$ cat src/rtl/keypad_scanner.sv
// rtl/keypad_scanner.sv - 4x4 matrix keypad scanner with debounce; optional auto-repeat under KEYPAD_REPEAT_EN
module keypad_scanner #(
    parameter int SCAN_DIV     = 1000,
    parameter int DEBOUNCE_CNT = 8,
    parameter int REPEAT_DLY   = 25000
) (
    input  logic       clk,
    input  logic       rst_n,
    input  logic [3:0] row_n,
    output logic [3:0] col_n,
    output logic [3:0] key_code,
    output logic       key_detect,
    output logic       key_down
);

    localparam int TW = (SCAN_DIV > 1) ? $clog2(SCAN_DIV) : 1;
    localparam int DW = $clog2(DEBOUNCE_CNT + 1);
    localparam logic [TW-1:0] TICK_LAST = TW'(SCAN_DIV - 1);
    localparam logic [DW-1:0] DEB_DONE  = DW'(DEBOUNCE_CNT);

    // Elaboration-time guard on parameter ranges
    if (SCAN_DIV < 4 || DEBOUNCE_CNT < 1 || REPEAT_DLY < 1) begin : g_param_check
        $error("keypad_scanner: SCAN_DIV>=4, DEBOUNCE_CNT>=1, REPEAT_DLY>=1 required");
    end

    typedef enum logic [1:0] {
        SCAN      = 2'd0,
        DEB_PRESS = 2'd1,
        PRESSED   = 2'd2,
        DEB_REL   = 2'd3
    } state_t;

    state_t          state, state_nx;
    logic [3:0]      rows_meta, rows_s;
    logic [TW-1:0]   tick_cnt;
    logic            tick;
    logic [1:0]      col_idx, col_idx_nx;
    logic [1:0]      key_row, key_row_nx;
    logic [1:0]      key_col, key_col_nx;
    logic [DW-1:0]   deb_cnt, deb_cnt_nx;
    logic [3:0]      key_code_nx;
    logic            key_detect_nx, key_down_nx;
    logic            act_hit;
    logic [1:0]      act_row;
    logic            row_level;

    // Two-flop synchroniser for the asynchronous row inputs
    always_ff @(posedge clk or negedge rst_n) begin
        if (!rst_n) begin
            rows_meta <= 4'b1111;
            rows_s    <= 4'b1111;
        end else begin
            rows_meta <= row_n;
            rows_s    <= rows_meta;
        end
    end

    // Free-running scan tick divider
    always_ff @(posedge clk or negedge rst_n) begin
        if (!rst_n) begin
            tick_cnt <= '0;
        end else begin
            tick_cnt <= tick ? '0 : tick_cnt + 1'b1;
        end
    end

    assign tick      = (tick_cnt == TICK_LAST);
    assign col_n     = ~(4'b0001 << col_idx);
    assign row_level = rows_s[key_row];

    // Lowest-index active row wins when several rows are low
    always_comb begin
        act_hit = 1'b0;
        act_row = 2'd0;
        for (int i = 3; i >= 0; i--) begin
            if (!rows_s[i]) begin
                act_hit = 1'b1;
                act_row = 2'(i);
            end
        end
    end

`ifdef KEYPAD_REPEAT_EN
    localparam int RW = $clog2(REPEAT_DLY + 1);
    localparam logic [RW-1:0] REP_DONE = RW'(REPEAT_DLY);
    logic [RW-1:0] rep_cnt, rep_cnt_nx;

    // Repeat tick counter, only advanced while the key is confirmed held
    always_ff @(posedge clk or negedge rst_n) begin
        if (!rst_n) begin
            rep_cnt <= '0;
        end else begin
            rep_cnt <= rep_cnt_nx;
        end
    end
`endif

    // State and datapath registers
    always_ff @(posedge clk or negedge rst_n) begin
        if (!rst_n) begin
            state      <= SCAN;
            col_idx    <= 2'd0;
            key_row    <= 2'd0;
            key_col    <= 2'd0;
            deb_cnt    <= '0;
            key_code   <= 4'd0;
            key_detect <= 1'b0;
            key_down   <= 1'b0;
        end else begin
            state      <= state_nx;
            col_idx    <= col_idx_nx;
            key_row    <= key_row_nx;
            key_col    <= key_col_nx;
            deb_cnt    <= deb_cnt_nx;
            key_code   <= key_code_nx;
            key_detect <= key_detect_nx;
            key_down   <= key_down_nx;
        end
    end

    // Next-state logic: scan, debounce press, hold, debounce release
    always_comb begin
        state_nx      = state;
        col_idx_nx    = col_idx;
        key_row_nx    = key_row;
        key_col_nx    = key_col;
        deb_cnt_nx    = deb_cnt;
        key_code_nx   = key_code;
        key_detect_nx = 1'b0;
        key_down_nx   = key_down;
`ifdef KEYPAD_REPEAT_EN
        rep_cnt_nx    = rep_cnt;
`endif
        if (tick) begin
            case (state)
                SCAN: begin
                    if (act_hit) begin
                        key_row_nx = act_row;
                        key_col_nx = col_idx;
                        deb_cnt_nx = '0;
                        state_nx   = DEB_PRESS;
                    end else begin
                        col_idx_nx = col_idx + 2'd1;
                    end
                end
                DEB_PRESS: begin
                    if (!row_level) begin
                        if (deb_cnt != DEB_DONE) begin
                            deb_cnt_nx = deb_cnt + 1'b1;
                        end
                        if (deb_cnt_nx == DEB_DONE) begin
                            state_nx      = PRESSED;
                            key_code_nx   = {key_row, key_col};
                            key_detect_nx = 1'b1;
                            key_down_nx   = 1'b1;
`ifdef KEYPAD_REPEAT_EN
                            rep_cnt_nx    = '0;
`endif
                        end
                    end else begin
                        state_nx   = SCAN;
                        col_idx_nx = col_idx + 2'd1;
                    end
                end
                PRESSED: begin
                    if (row_level) begin
                        deb_cnt_nx = '0;
                        state_nx   = DEB_REL;
                    end else begin
`ifdef KEYPAD_REPEAT_EN
                        if (rep_cnt + 1'b1 == REP_DONE) begin
                            key_detect_nx = 1'b1;
                            rep_cnt_nx    = '0;
                        end else begin
                            rep_cnt_nx = rep_cnt + 1'b1;
                        end
`endif
                    end
                end
                DEB_REL: begin
                    if (row_level) begin
                        if (deb_cnt != DEB_DONE) begin
                            deb_cnt_nx = deb_cnt + 1'b1;
                        end
                        if (deb_cnt_nx == DEB_DONE) begin
                            state_nx    = SCAN;
                            key_down_nx = 1'b0;
                            col_idx_nx  = col_idx + 2'd1;
`ifdef KEYPAD_REPEAT_EN
                            rep_cnt_nx  = '0;
`endif
                        end
                    end else begin
                        state_nx = PRESSED;
                    end
                end
                default: state_nx = SCAN;
            endcase
        end
    end

endmodule

$ cat config.mk
export PLATFORM = sky130hd
export DESIGN_NAME = keypad_scanner
export DESIGN_NICKNAME = d
export VERILOG_FILES = /design/src/rtl/keypad_scanner.sv
export SDC_FILE = /design/constraint.sdc
export NUM_CORES = 1
export LEC_CHECK = 0
export BUFFER_PORTS_ARGS = -buffer_cell sky130_fd_sc_hd__buf_2
export CAP_MARGIN = 20
export CORE_MARGIN = 2
export CORE_UTILIZATION = 58
export DETAILED_ROUTE_END_ITERATION = 8
export GPL_TIMING_DRIVEN = 0
export PLACE_DENSITY = 0.82
export SYNTH_ARGS = -nofsm -noshare
export SYNTH_HDL_FRONTEND = slang
export SYNTH_SLANG_ARGS = --single-unit
$ cat constraint.sdc
create_clock -name clk -period 2.21 [get_ports clk]
set_input_delay 0.3315 -clock clk [delete_from_list [all_inputs] [get_ports clk]]
set_output_delay 0.3315 -clock clk [all_outputs]
set_load 0.03 [all_outputs]
# Word-level counts from Yosys, hierarchy flattened

Cells that the tools add are included.

$add $sub $neg: 3
$mul: 0
Divide/modulo/power cells: 0
Magnitude comparators: 1
Equal/unequal tests: 17
Shift operators: 1
Mux-type cells: 44
Bitwise gates (word level): 2
Reductions and logical operators: 9

Operators by type and width:

| cell                                                                          | count |
|---|---|
| 4-bit 2-to-1 mux                                                              | 11 |
| 2-bit 2-to-1 mux                                                              | 14 |
| 2-bit != test (second input constant)                                         | 8 |
| 4-bit one-hot mux with 4 select lines                                         | 1 |
| 1-bit 2-to-1 mux                                                              | 13 |
| 6-bit AND reduction                                                           | 2 |
| 10-bit by 1-bit adder with 10-bit output (second input constant)              | 1 |
| 10-bit equality test (second input constant)                                  | 1 |
| 10-bit 2-to-1 mux                                                             | 1 |
| 5-bit AND reduction                                                           | 2 |
| 4-bit equality test (second input constant)                                   | 2 |
| 2-bit one-hot mux with 4 select lines                                         | 1 |
| 3-bit != test (second input constant)                                         | 2 |
| 2-bit one-hot mux with 3 select lines                                         | 1 |
| 4-bit by 1-bit adder with 4-bit output (second input constant)                | 1 |
| 2-bit equality test (second input constant)                                   | 2 |
| 4-bit != test (second input constant)                                         | 1 |
| 4-bit NOT                                                                     | 1 |
| 4-bit AND reduction                                                           | 1 |
| 1-bit by 2-bit << shifter with 4-bit output (first input constant)            | 1 |
| 2-bit by 3-bit less-than comparator with 1-bit output (second input constant) | 1 |
| 3-bit AND reduction                                                           | 1 |
| 3-bit nonzero test                                                            | 1 |
| 2-bit by 1-bit adder with 2-bit output (second input constant)                | 1 |
| 6 further kinds                                                               | 6 |

Bits in registers: 36
Bits in latches: 0
RAM bits: 0
Memory bits (read-only): 0
Output and inout bits: 10
Memories kept: 0

# Longest topological paths before layout

Word-level depth: 10
Mapped depth: 7

# Worst setup path after synthesis

OpenSTA, ideal clock, no wires.

Kind: reg-to-reg
Start: reg tick_cnt[4]
End: reg deb_cnt[3]
Setup time: 0.080 ns
Arrival time: 1.901 ns
Data required time: 2.130 ns
Setup slack: 0.229 ns
Cell stages (with the launch flop): 6
Buffers on the path: 0
Cells stage by stage: dfrtp_1 > or3b_4 > a2111oi_4 > nand2_2 > or4_4 > o211ai_2

Word-level cells in the longest chain between the ends: 2

RTL lines:

| item                                 | RTL line | RTL |
|---|---|---|
| start: declaration                   | 35       | `logic [TW-1:0] tick_cnt;` |
| start signal: assignment             | 63       | `tick_cnt <= tick ? '0 : tick_cnt + 1'b1;` |
| 10-bit equality test                 | 67       | `assign tick = (tick_cnt == TICK_LAST);` |
| 5-bit AND reduction (no source line) | -        |  |
| end signal: assignment               | 114      | `deb_cnt <= deb_cnt_nx;` |
| end: declaration                     | 40       | `logic [DW-1:0] deb_cnt, deb_cnt_nx;` |

Every way passes these cells.
A chain may end at the register's enable or synchronous reset.

# Worst setup path in the final report

Start: reg deb_cnt[0]
End: reg key_code[0]

Word-level cells in the longest chain between the ends: 7
Elaborated cells on any way between the ends: 8

RTL lines:

| item                                                                           | RTL line | RTL |
|---|---|---|
| 4-bit by 1-bit adder with 4-bit output / 4-bit != test (equally long branches) | 149, 148 |  |
| 4-bit 2-to-1 mux (*)                                                           | 148      | `if (deb_cnt != DEB_DONE) begin` |
| 4-bit 2-to-1 mux (*)                                                           | 147      | `if (!row_level) begin` |
| 4-bit 2-to-1 mux (*)                                                           | 135      | `case (state)` |
| 4-bit 2-to-1 mux (*)                                                           | 134      | `if (tick) begin` |
| 4-bit equality test (*)                                                        | 151      | `if (deb_cnt_nx == DEB_DONE) begin` |
| 4-bit AND reduction (no source line) (*)                                       | -        |  |
| end signal: assignment                                                         | 115      | `key_code <= key_code_nx;` |
| end: declaration                                                               | 11       | `output logic [3:0] key_code,` |

Mark *: on every way between the ends. The rest lies on a longest branch, timed or not. The select of a mux whose other input is x is not followed.

==> flow_summary.json <==
{
  "cts-root-buf": "clkbuf_4",
  "syn-cell-area_sq_um": 1830,
  "vias": 1348,
  "yosys.area.top_type_share": 0.383,
  "hpwl_um": 2470,
  "start_util": 0.605,
  "final_core_utilization": 0.690,
  "syn2layout_area_growth_pct": 14.1,
  "drt_iter0_markers": 89,
  "timing.rr.start": "deb_cnt[0]",
  "ys_async_sr_fraction": 1.00,
  "yosysSeqAreaShare": 0.497,
  "antennaDiodeCount": 0,
  "p_per_area_nw_per_um2": 558,
  "synth_most_common_cell": "dfrtp_1",
  "finalHoldViolCount": 0,
  "postRouteAntennaNets": 0,
  "synthTopCellsByCount": "28 x dfrtp_1, 14 x inv_1, 12 x nand2_1, 12 x nor2_1, 11 x ha_1",
  "highest_layer": "met4",
  "critPathMaxStageDelay_ns": 0.45,
  "place_area_sq_um": 1960,
  "first_pass_iters": 4,
  "numCtsBuffers": 5,
  "maxSlewViolCount": 0,
  "synth-edff-count": 0,
  "rows": 20,
  "core_sq_um": 3030,
  "leakage_nw": 0.941,
  "hold_buffers": 0,
  "setup_viol": 0,
  "clockBufferDepth": 2,
  "cp_slowest_cell": "dfrtp_2",
  "avgViaCountPerCell": 5.74,
  "reg2reg_slack_ns": 0.12,
  "worstPathArrival_ns": 2.35,
  "wl_met1_um": 1380,
  "period_share": 0.947,
  "path_clk_slew_ns": 0.12,
  "outcome": "complete, no violations",
  "worst-endpoint-required_ns": 2.47,
  "dieArea_sq_um": 3620,
  "drive_gt1_frac": 0.293,
  "routed_wl_um": 3440,
  "critPathCaptureType": "flop",
  "fmax_mhz": 478,
  "ys_seq_elements": 36,
  "crit_fanout": 8,
  "worstMarginPinSlew_ns": 0.778,
  "synth-main-ff-cell": "dfrtp_1",
  "h-tree-depth": 2,
  "ys_types": 44,
  "fp.dieW_um": 60.2,
  "rsz0062_at_grt": "yes",
  "grt_first_pass_wirelength_um": 5830,
  "synth_area_leaders": "dfrtp_1 38%, dfstp_2 11%, ha_1 7.5%",
  "wl_per_cell_um": 14.6,
  "r2r_cells": 7,
  "syn_nets": 183,
  "grt_pass1_vias": 1378,
  "design.portCount": 16,
  "avgSynthCellArea_sq_um": 11.0,
  "io_buffers": 15,
  "path_buf_inv": 1,
  "drc": 0,
  "antenna_found_initial": 0,
  "cts_tree": "done",
  "grt_overflow": 0,
  "hold_path_class": "primary input to async pin",
  "cts_sinks": 36,
  "clk_latency_ns": 0.36,
  "fin_setup_tns_ns": 0,
  "dr_wl_met2_um": 1810,
  "final_nets": 207,
  "max-cap-violations": 0,
  "crit_chain": "inv_1 -> ha_1 -> nor2_1 -> mux2i_1 -> a21oi_2 -> nand4_1 -> mux2_2",
  "netlist_instances": 166,
  "yosys.area.top_type": "dfrtp_1",
  "finalCriticalPeriod_ns": 2.09,
  "synth_warnings": 0,
  "cp-start-kind": "flop",
  "vdd_drop_max_mv": 0.423,
  "skew_ns": 0.0141,
  "r2r_end": "key_code[0]",
  "fp.dieH_um": 60.2,
  "grtUsageTotal": 0.223,
  "pre_cts_slack_ns": -0.0377,
  "met3_wirelength_um": 156,
  "stdcell_area_sq_um": 2090,
  "grt_max_degree": 37,
  "fin_ws_ns": 0.117,
  "critPathTopFamily": "multiplexers",
  "critPathKind": "flop to flop",
  "relSlewSlack": 0.481,
  "gp_congestion": 0.814
}
[layout make-up]
cell class	instances	area (sq um)
repair buffers	17	90.1
clock inverters	2	35.0
multi-input cells	113	890
plain buffers	3	12.5
clock buffers	6	41.3
flip-flops and latches	36	913
inverters	14	52.6
fillers	223	938
well taps	44	55.1
[layer usage]
metal / up-vias / global-route usage
met4: 0 / 0.140
met1: 651 / 0.234
met3: 10 / 0.0476
met5: - / 0
li1: 643 / -
met2: 44 / 0.401
[worst max-delay path by stage]
stage	to	slack [ns]	cells past startpoint	startpoint
final	key_code[0]	0.12	7	deb_cnt[0]
after global routing	key_code[0]	-0.01	7	deb_cnt[0]
after CTS	deb_cnt[3]	0.06	5	tick_cnt[4]
after detailed placement	key_code[0]	-0.04	7	deb_cnt[0]
after global placement	key_code[3]	0.06	7	deb_cnt[0]
after floorplan	deb_cnt[3]	0.23	5	tick_cnt[4]
[cell families after synthesis]
group                      after synthesis  share of synthesized area
buffers and inverters                   17                     0.0348
DFF                                     36                      0.497
muxes                                   15                     0.0943
xor gates and xnor gates                 5                     0.0239
AOI/OAI and AO/OA                       31                      0.131
and+or+nand+nor                         51                      0.143
adders and majority gates               11                     0.0751
[cells in the final DEF (no fill, tap or decap), types with 2 or more instances in the layout]
| cell | synthesis | routed |
|---|---|---|
| mux2_2 | 8 | 8 |
| or2_2 | 2 | 2 |
| clkbuf_4 | 0 | 5 |
| a31oi_1 | 2 | 2 |
| nand2_1 | 12 | 12 |
| dfstp_2 | 8 | 8 |
| nor2b_1 | 3 | 3 |
| nand4_1 | 3 | 3 |
| o31ai_1 | 2 | 2 |
| mux2i_1 | 6 | 6 |
| xnor2_1 | 3 | 3 |
| buf_2 | 0 | 15 |
| nand3_1 | 8 | 7 |
| dfrtp_2 | 0 | 2 |
| o21ai_0 | 10 | 10 |
| nor2_1 | 12 | 12 |
| xor2_1 | 2 | 2 |
| dfrtp_1 | 28 | 26 |
| inv_1 | 14 | 14 |
| ha_1 | 11 | 11 |
| and4_1 | 2 | 2 |
| buf_4 | 0 | 2 |
| clkbuf_1 | 3 | 3 |
[power by group]
part           switching (mW)  internal, mW
Sequential            0.00576         0.672
Combinational          0.0182       0.00725
Clock                   0.226         0.237
[through the flow]
stage | hold WS [ns] | std cells | total power [mW]
finish | 0.0328 | 235 | 1.17
global route | 0.0535 | 235 | 1.20
CTS | 0.0629 | 233 | 1.17
detailed placement | 0.347 | 225 | 0.716
global placement | 0.345 | 225 | 0.715
floorplan | 0.0359 | 166 | 0.696
[flip-flops by register name (all words and copies together), names as in the netlist, named ones only]
| name | count |
|---|---|
| state | 1 |
| rows_meta | 4 |
| key_code | 4 |
| col_idx | 2 |
| key_down | 1 |
| tick_cnt | 10 |
| key_row | 2 |
| key_col | 2 |
| key_detect | 1 |
| rows_s | 4 |
| deb_cnt | 4 |
[timing repair]
action	CTS	global route
setup buffers	0	2
hold endpoints to repair	0	0
setup endpoints to repair	7	10
gates resized for setup	2	8
pin swaps	0	2
No activity file was read; power rests on OpenSTA's default activity.
